<file path="config.mk">
export PLATFORM = sky130hd
export DESIGN_NAME = uart_tx_fifo
export DESIGN_NICKNAME = d
export VERILOG_FILES = /design/src/rtl/uart_pkg.sv /design/src/rtl/sync_fifo.sv /design/src/rtl/uart_tx_fifo.sv
export SDC_FILE = /design/constraint.sdc
export NUM_CORES = 1
export LEC_CHECK = 0
export BUFFER_PORTS_ARGS = -buffer_cell sky130_fd_sc_hd__buf_2
export CORE_MARGIN = 2
export CORE_UTILIZATION = 55
export CTS_BUF_LIST = sky130_fd_sc_hd__clkbuf_4
export CTS_CLUSTER_DIAMETER = 30
export DETAILED_ROUTE_END_ITERATION = 10
export GPL_TIMING_DRIVEN = 0
export PLACE_DENSITY_LB_ADDON = 0.25
export SETUP_SLACK_MARGIN = 0.02
export SYNTH_ARGS = -nofsm -noshare
export SYNTH_HDL_FRONTEND = slang
export SYNTH_HIERARCHICAL = 1
export SYNTH_SLANG_ARGS = --single-unit
</file>
<file path="constraint.sdc">
create_clock -name clk -period 4.95 [get_ports clk]
set_input_delay 0.495 -clock clk [delete_from_list [all_inputs] [get_ports clk]]
set_output_delay 0.495 -clock clk [all_outputs]
set_load 0.02 [all_outputs]
</file>
<file path="src/rtl/uart_pkg.sv">
// Shared definitions for the buffered UART transmitter: serializer state
// encoding and the default timing/buffer parameters.
package uart_pkg;

    typedef enum logic [1:0] {
        IDLE  = 2'd0,
        START = 2'd1,
        DATA  = 2'd2,
        STOP  = 2'd3
    } tx_state_t;

    // 230400 baud from a 100 MHz clock
    localparam int DEFAULT_CLKS_PER_BIT = 434;
    localparam int DEFAULT_FIFO_DEPTH   = 16;

endpackage

</file>
<file path="src/rtl/sync_fifo.sv">
// Single-clock first-word-fall-through FIFO; the head entry is always
// visible on o_data while o_empty is low.
module sync_fifo #(
    parameter int WIDTH = 8,
    parameter int DEPTH = 16
) (
    input  logic                     clk,
    input  logic                     reset,
    input  logic                     i_push,
    input  logic [WIDTH-1:0]         i_data,
    input  logic                     i_pop,
    output logic [WIDTH-1:0]         o_data,
    output logic                     o_full,
    output logic                     o_empty,
    output logic [$clog2(DEPTH):0]   o_count
);

    localparam int AW = $clog2(DEPTH);
    localparam int CW = AW + 1;

    logic [WIDTH-1:0] r_mem [DEPTH];
    logic [AW-1:0]    r_wrPtr;
    logic [AW-1:0]    r_rdPtr;
    logic [CW-1:0]    r_count;
    logic             w_doPush;
    logic             w_doPop;

    assign w_doPush = i_push && !o_full;
    assign w_doPop  = i_pop && !o_empty;
    assign o_full   = (r_count == CW'(DEPTH));
    assign o_empty  = (r_count == '0);
    assign o_count  = r_count;
    assign o_data   = r_mem[r_rdPtr];

    // Storage carries no reset; only the pointers and count define validity
    always_ff @(posedge clk) begin
        if (w_doPush) begin
            r_mem[r_wrPtr] <= i_data;
        end
    end

    // Power-of-two depth lets the pointers wrap by plain overflow
    always_ff @(posedge clk or posedge reset) begin
        if (reset) begin
            r_wrPtr <= '0;
            r_rdPtr <= '0;
            r_count <= '0;
        end else begin
            if (w_doPush) begin
                r_wrPtr <= r_wrPtr + 1'b1;
            end
            if (w_doPop) begin
                r_rdPtr <= r_rdPtr + 1'b1;
            end
            case ({w_doPush, w_doPop})
                2'b10:   r_count <= r_count + 1'b1;
                2'b01:   r_count <= r_count - 1'b1;
                default: r_count <= r_count;
            endcase
        end
    end

endmodule

</file>
<file path="src/rtl/uart_tx_fifo.sv">
// Byte-buffered 8N1 UART transmitter: a sync_fifo feeds a serializer that
// sends frames back to back with no idle gap while bytes are queued.
module uart_tx_fifo
    import uart_pkg::*;
#(
    parameter int CLKS_PER_BIT = DEFAULT_CLKS_PER_BIT,
    parameter int FIFO_DEPTH   = DEFAULT_FIFO_DEPTH
) (
    input  logic                          clk,
    input  logic                          reset,
    input  logic                          in_valid,
    input  logic [7:0]                    in_data,
    output logic                          in_ready,
    output logic                          tx_out,
    output logic                          busy,
    output logic [$clog2(FIFO_DEPTH):0]   fifo_count
);

    localparam int CNTW = (CLKS_PER_BIT > 1) ? $clog2(CLKS_PER_BIT) : 1;
    localparam logic [CNTW-1:0] BIT_LAST = CNTW'(CLKS_PER_BIT - 1);

    tx_state_t       r_state;
    logic [CNTW-1:0] r_clkCnt;
    logic [2:0]      r_bitIdx;
    logic [7:0]      r_shift;
    logic            r_tx;

    logic            w_full;
    logic            w_empty;
    logic [7:0]      w_head;
    logic            w_push;
    logic            w_pop;
    logic            w_bitEnd;

    assign w_push   = in_valid && !w_full;
    assign w_bitEnd = (r_clkCnt == BIT_LAST);
    // Pop from IDLE, or on the final STOP cycle so the next start bit follows immediately
    assign w_pop    = !w_empty &&
                      ((r_state == IDLE) || ((r_state == STOP) && w_bitEnd));

    assign in_ready = !w_full;
    assign tx_out   = r_tx;
    assign busy     = (r_state != IDLE) || (fifo_count != '0);

    sync_fifo #(
        .WIDTH (8),
        .DEPTH (FIFO_DEPTH)
    ) u_fifo (
        .clk     (clk),
        .reset   (reset),
        .i_push  (w_push),
        .i_data  (in_data),
        .i_pop   (w_pop),
        .o_data  (w_head),
        .o_full  (w_full),
        .o_empty (w_empty),
        .o_count (fifo_count)
    );

    // The line level is registered from the current state, so it trails the
    // state by one cycle; every bit still lasts exactly CLKS_PER_BIT cycles.
    always_ff @(posedge clk or posedge reset) begin
        if (reset) begin
            r_state  <= IDLE;
            r_clkCnt <= '0;
            r_bitIdx <= '0;
            r_shift  <= '0;
            r_tx     <= 1'b1;
        end else begin
            case (r_state)
                IDLE: begin
                    r_tx <= 1'b1;
                    if (!w_empty) begin
                        r_shift  <= w_head;
                        r_clkCnt <= '0;
                        r_state  <= START;
                    end
                end
                START: begin
                    r_tx <= 1'b0;
                    if (w_bitEnd) begin
                        r_clkCnt <= '0;
                        r_bitIdx <= '0;
                        r_state  <= DATA;
                    end else begin
                        r_clkCnt <= r_clkCnt + 1'b1;
                    end
                end
                DATA: begin
                    r_tx <= r_shift[0];
                    if (w_bitEnd) begin
                        r_clkCnt <= '0;
                        r_shift  <= {1'b0, r_shift[7:1]};
                        if (r_bitIdx == 3'd7) begin
                            r_state <= STOP;
                        end else begin
                            r_bitIdx <= r_bitIdx + 1'b1;
                        end
                    end else begin
                        r_clkCnt <= r_clkCnt + 1'b1;
                    end
                end
                STOP: begin
                    r_tx <= 1'b1;
                    if (w_bitEnd) begin
                        r_clkCnt <= '0;
                        if (!w_empty) begin
                            r_shift <= w_head;
                            r_state <= START;
                        end else begin
                            r_state <= IDLE;
                        end
                    end else begin
                        r_clkCnt <= r_clkCnt + 1'b1;
                    end
                end
                default: begin
                    r_tx    <= 1'b1;
                    r_state <= IDLE;
                end
            endcase
        end
    end

endmodule

</file>
# After elaboration in Yosys (flattened, before gate mapping)
# Memories as Yosys holds them, arrays and structs flattened.
# Index checks and enable logic that the tools add are counted.
# W data, S select, Z words.
# op_classes
addsub,6
n_mux,22
n_eq_ne,14
n_reduce_logical,21
# ops
operator,count
$mux W8,3
$pmux W8 S3,1
$mux W9,2
$pmux W9 S2,1
$ne A2 B2 Y1 const B,6
$mux W2,5
$pmux W5 S2,1
$add A9 B1 Y9 const B,1
$eq A9 B9 Y1 const B,1
$mux W3,3
$add A4 B1 Y4 const B,2
$pmux W2 S4,1
$eq A2 B2 Y1 const B,3
$pmux W3 S2,1
$reduce_bool A2 Y1,3
$add A5 B1 Y5 const B,1
$eq A5 B5 Y1 const B,1
$logic_and A1 B1 Y1,5
$logic_not A5 Y1,1
$reduce_and A5 Y1,1
$reduce_bool A5 Y1,1
$sub A5 B1 Y5 const B,1
$eq A2 B1 Y1 const B,2
$reduce_and A4 Y1,1
11 further kinds,15
# totals
memories,1
mem_bits_rw,128
input_bits,11
elab_cells,72
reg_bits,36
# mem_list
memory,words,width,rd,rd_clocked_by_memory_dff,write_ports,line,source
u_fifo.r_mem,16,8,1,0,1,sync_fifo.sv:21,logic [WIDTH-1:0] r_mem [DEPTH];

# Longest topological paths before layout
# depth
depth_word,7
depth_mapped,16
mapped_depth_nobuf,15

# Cells and area by module
# Netlist, hierarchy kept.
# by_module_without_submodules
mod,seq_area_each_um2,n_inst,area_each_um2,cells_per_inst
sync_fifo,4169.0,1,5796.8,333
uart_tx_fifo,576.8,1,1358.8,127

# Worst setup path after synthesis
# OpenSTA, ideal clock, no wires.
# synth_path
path_kind,reg2reg
startpoint,reg r_clkCnt[1]
endpoint,"reg u_fifo.r_count[4], in the netlist u_fifo/o_count[4]"
arrival_ps,2878
setup_time_ps,131
required_ps,4819
path_slack_ps,1941
stages_incl_launch_ff,17
path_buffers,1
period_less_slack_ps,3009
path_cell_list,dfrtp_1 > inv_1 > ha_1 > nand4b_2 > nor4_4 > a21oi_1 > nor2_1 > nor2b_1 > buf_6 > ha_1 > inv_1 > fa_1 > nor2b_1 > o21ai_0 > nand3_1 > or3b_1 > xnor2_1
# synth_between
elab_chain_cells,7
elab_cells_between_ends,9
cone_classes,eq/ne (3); mux (1); reduce/logical (5)
# synth_lines
element,line,source
start: declaration,uart_tx_fifo.sv:23,logic [CNTW-1:0] r_clkCnt;
start signal: assignment,uart_tx_fifo.sv:86,r_clkCnt <= r_clkCnt + 1'b1;
start signal: assignment,uart_tx_fifo.sv:100,r_clkCnt <= r_clkCnt + 1'b1;
start signal: assignment,uart_tx_fifo.sv:114,r_clkCnt <= r_clkCnt + 1'b1;
$eq A9 B9 Y1 *,uart_tx_fifo.sv:36,assign w_bitEnd = (r_clkCnt == BIT_LAST);
$logic_and A1 B1 Y1 *,uart_tx_fifo.sv:39,((r_state == IDLE) || ((r_state == STOP) && w_bitEnd));
$logic_or A1 B1 Y1 *,uart_tx_fifo.sv:39,
$logic_and A1 B1 Y1 *,uart_tx_fifo.sv:38,assign w_pop = !w_empty &&
via w_pop,uart_tx_fifo.sv:32,logic w_pop;
$logic_and A1 B1 Y1 *,sync_fifo.sv:29,assign w_doPop = i_pop && !o_empty;
via u_fifo.w_doPop,sync_fifo.sv:26,logic w_doPop;
$eq A2 B1 Y1 or $eq A2 B2 Y1 (tied branches),sync_fifo.sv:55,"case ({w_doPush, w_doPop})"
$pmux W5 S2 or $reduce_bool A2 Y1 (tied branches),n/a,
end signal: assignment,sync_fifo.sv:56,2'b10: r_count <= r_count + 1'b1;
end signal: assignment,sync_fifo.sv:57,2'b01: r_count <= r_count - 1'b1;
end signal: assignment,sync_fifo.sv:58,default: r_count <= r_count;
end: declaration,sync_fifo.sv:24,logic [CW-1:0] r_count;
# Mark *: on every way through the listed nets, which the timed path passes. The rest lies on a longest branch.
# A chain may end at the register's enable or synchronous reset.

# Final worst setup path
# Same ends and word-level chain as after synthesis.

==> metrics.log <==
[metrics] switch share: 28.74%
[metrics] Avg WL per Cell: 20.11 um
[metrics] clock transition at the registers of the reported paths: 140 ps
[metrics] half-perimeter wire length after detailed placement: 9.345 mm
[metrics] Cell Count Post-Placement: 650
[metrics] flop-to-flop setup slack: 1640 ps
[metrics] Avg Cell Area, Syn: 15.56 um2
[metrics] number of fill cells: 972
[metrics] total clock sinks: 164
[metrics] Critical Setup Path Class: flip-flop to flip-flop
[metrics] maximum vdd ir drop: 0.2378 mV
[metrics] number of max-capacitance violations reported: 0
[metrics] final max-slew violation count: 0
[metrics] type of the most critical hold path: primary input to flip-flop
[metrics] Crit-path slowest cell: dfrtp_1
[metrics] clock tree from TritonCTS: built
[metrics] maximum clock frequency: 302.5 MHz
[metrics] # Post-CTS Setup Buffers: 0
[metrics] most frequent standard cell in the layout excluding fill and tap cells: edfxtp_1
[metrics] hold bufs inserted after CTS: 1
[metrics] io pins: 19
[metrics] Area growth syn-to-layout: 8.183%
[metrics] number of flip-flops and latches in the synthesized netlist: 164
[metrics] Cells after Synth: 460
[metrics] antenna violations before repair: 0
[metrics] setup repair after global routing missed its margin: false
[metrics] CTS Buf Count: 17
[metrics] worst-case headroom to the max-slew limit: 15.43%
[metrics] worst reg2reg endpoint: u_fifo/o_count[4]
[metrics] largest fanout on the critical path: 5
[metrics] Buf/Inv on CP: 3
[metrics] global-route usage over all layers: 21.07%
[metrics] wire length of the first global-routing pass: 21.90 mm
[metrics] internal power component: 2025 uW
[metrics] final routed DRC violation total: 0
[metrics] layout net count: 528
[metrics] sequential power share: 59.4%
[metrics] number of hold-slack violations in the final timing report: 0
[metrics] CP Data Arrival Time: 3770 ps
[metrics] total number of yosys warnings: 6
[metrics] total number of vias: 3965
[metrics] via count of the first global-routing pass: 4036
[metrics] total routed wirelength: 13.71 mm
[metrics] dominant register cell in the synthesized netlist: edfxtp_1
[metrics] Horiz. Die Dim: 118.1 um
[metrics] share of post-route cells with drive strength above 1: 20.39%
[metrics] outcome: finished clean
[metrics] residual overflow from global routing: 0
[metrics] fin crit share: 66.79%
[metrics] Clk pwr share: 26.5%
[metrics] effective utilization at floorplan: 56.47%
[metrics] kind of end point of the critical path: flip-flop
[metrics] number of detailed-routing iterations run before antenna repair: 5
[metrics] final critical-path required period: 3306 ps
[metrics] most used cells in the layout excluding fill and tap cells: 128 x edfxtp_1, 35 x dfrtp_1, 28 x nand2_1
[metrics] count of input and output buffers: 18
[metrics] count of cell instances traversed by the critical path: 16
[metrics] actual transition at the worst max-transition pin: 1259 ps
[metrics] maximum number of pins on one net before global-route repair: 24
[metrics] Sequential cell area: 4746 um2
[metrics] number of flops mapped to enable cells by yosys: 128
[metrics] Post-Route Setup TNS: 0 ps
[metrics] startpoint of the lowest-slack hold path: in_data[3]
[metrics] required time at the endpoint of the critical path: 5420 ps
[metrics] Hold Slack: 311.8 ps
[metrics] H-tree depth: 4
[metrics] NetSw: 816.8 uW
[metrics] number of buffers on the longest clock path: 2
[metrics] count of final setup violators: 0
[metrics] ordered list of cells on the worst path: inv_1, ha_1, nand4b_2, nor4_4, a21oi_1, nor2_1, nor2b_1, buf_6, ha_1, inv_1, fa_1, nor2b_1, o21ai_0, nand3_1, or3b_1, xnor2_1
[metrics] detail-routed via count per cell: 5.814
[metrics] cell area power density: 367.1 nW/um2
[metrics] source-to-sink clock delay at the later pin of the worst-skew pair: 570 ps
[metrics] Die Ht: 118.1 um
[metrics] number of gates given a new drive strength after cts: 0
[metrics] hold path endpoint: u_fifo/r_mem[2][3]
[metrics] Iter 0 DRT Violations: 349
[metrics] leakage power: 0.002906 uW
[metrics] routability congestion estimate: 0.7918
[metrics] area of combinational cells with multiple inputs: 2192 um2
[metrics] post-layout instance count excluding filler cells: 682
[metrics] remaining number of nets flagged by the antenna check after routing: 0
[metrics] net count of the mapped netlist: 490
[metrics] clock tree skew after final layout: 13.65 ps
[metrics] Crit Reg-Reg Startpoint: r_clkCnt[1]
[metrics] Min-Delay Path Depth: 1
[metrics] async set or reset register ratio after synthesis: 21.95%
[metrics] netlist area before placement: 7156 um2
[metrics] combinational power share: 14.1%
[metrics] CTS Root Buffer Type: clkbuf_4
[metrics] number of antenna cells inserted: 0
[metrics] Distinct cells, synth: 58
[metrics] delay of the slowest cell on the worst path: 430 ps
[metrics] type of origin of the critical path: flip-flop
[metrics] standard-cell row count: 41
[metrics] gate family responsible for the most delay along the worst path: simple AND/OR/NAND/NOR gates
[metrics] depth of the most critical reg-to-reg path: 16
[metrics] sequential-to-total area share from yosys stat: 66.32%
[metrics] Core Region: 12670 um2
[metrics] overall die area: 13940 um2
## how the worst max path moves through the flow
stage / from / end
floorplan: r_clkCnt[1] / u_fifo/o_count[4]
global placement: r_clkCnt[1] / u_fifo/o_count[4]
detailed placement: r_clkCnt[1] / u_fifo/o_count[4]
CTS: r_clkCnt[1] / u_fifo/o_count[4]
global route: r_clkCnt[1] / u_fifo/o_count[4]
finish: r_clkCnt[1] / u_fifo/o_count[4]
## power by group through the flow
stage	logic (uW)	registers [uW]	clock network (uW)
global route	444	1700	823
global placement	388	1710	0
detailed placement	404	1720	0
floorplan	252	1730	0
CTS	406	1690	772
finish	400	1690	753
## routing by layer
layer	track usage [%]	wire length [um]
met1	28.53	5898
met2	32.98	6772
met3	4.845	731
met4	9.036	311
met5	0	0
## flip-flops by register name, indices dropped and copies added, names as in the netlist
signal	cells
u_fifo/o_count	5
r_bitIdx	3
u_fifo/r_mem	128
u_fifo/r_wrPtr	4
r_state	2
r_clkCnt	9
tx_out	1
u_fifo/r_rdPtr	4
r_shift	8
## worst reg2reg max path, stage by stage (launching register included)
cell	delay [ps]
dfrtp_1	430
inv_1	60
ha_1	160
nand4b_2	140
nor4_4	340
a21oi_1	120
nor2_1	90
nor2b_1	160
buf_6	140
ha_1	230
inv_1	110
fa_1	410
nor2b_1	110
o21ai_0	100
nand3_1	100
or3b_1	360
xnor2_1	130
## cells by family (layout without fill, tap and decap cells)
group	after synthesis	after routing	synth area share [%]
flops	164	164	66.32
simple gates	86	86	6.505
compound gates	69	69	6.103
mux	66	66	12.52
buf+inv	39	89	3.042
fa+ha+maj	19	19	3.427
xor+xnor	17	17	2.081
## layout make-up
type	count	area share (%)
tap	172	2.780
clock buffer	17	1.649
clock inverter	14	1.843
sequential	164	61.31
buffer	21	1.940
multi-input combinational	257	28.32
inverter	18	0.8728
timing repair buffer	19	1.293
## metrics by stage
step	setup WS [ps]	util (%)	area, um2	power (uW)
2_1_floorplan	1941	-	7156	1980
3_3_place_gp	1700	58.88	7461	2100
3_5_place_dp	1672	58.88	7461	2125
4_1_cts	1625	61.09	7741	2868
5_1_grt	1395	61.09	7741	2971
6_report	1644	61.09	7741	2842
## Yosys cell counts, types with 3 or more instances
library cell	n	area share, %
mux2i_1	25	3.5
o21ai_1	4	0.28
buf_6	6	0.94
nor2b_1	5	0.44
nor3_1	4	0.28
a22o_1	3	0.37
ha_1	18	3.1
a22oi_1	8	0.84
mux4_2	16	5.0
dfrtp_1	35	12
xnor2_1	13	1.6
mux2_1	9	1.4
a221oi_1	8	0.98
mux2_2	15	2.4
nand2_1	28	1.5
inv_1	18	0.94
nand3_1	5	0.35
o21ai_0	21	1.5
clkbuf_1	6	0.31
xor2_1	4	0.49
buf_2	5	0.35
edfxtp_1	128	54
a21oi_1	15	1.0
nor2_1	22	1.2
Note: power is estimated with default switching activity, not from simulation.
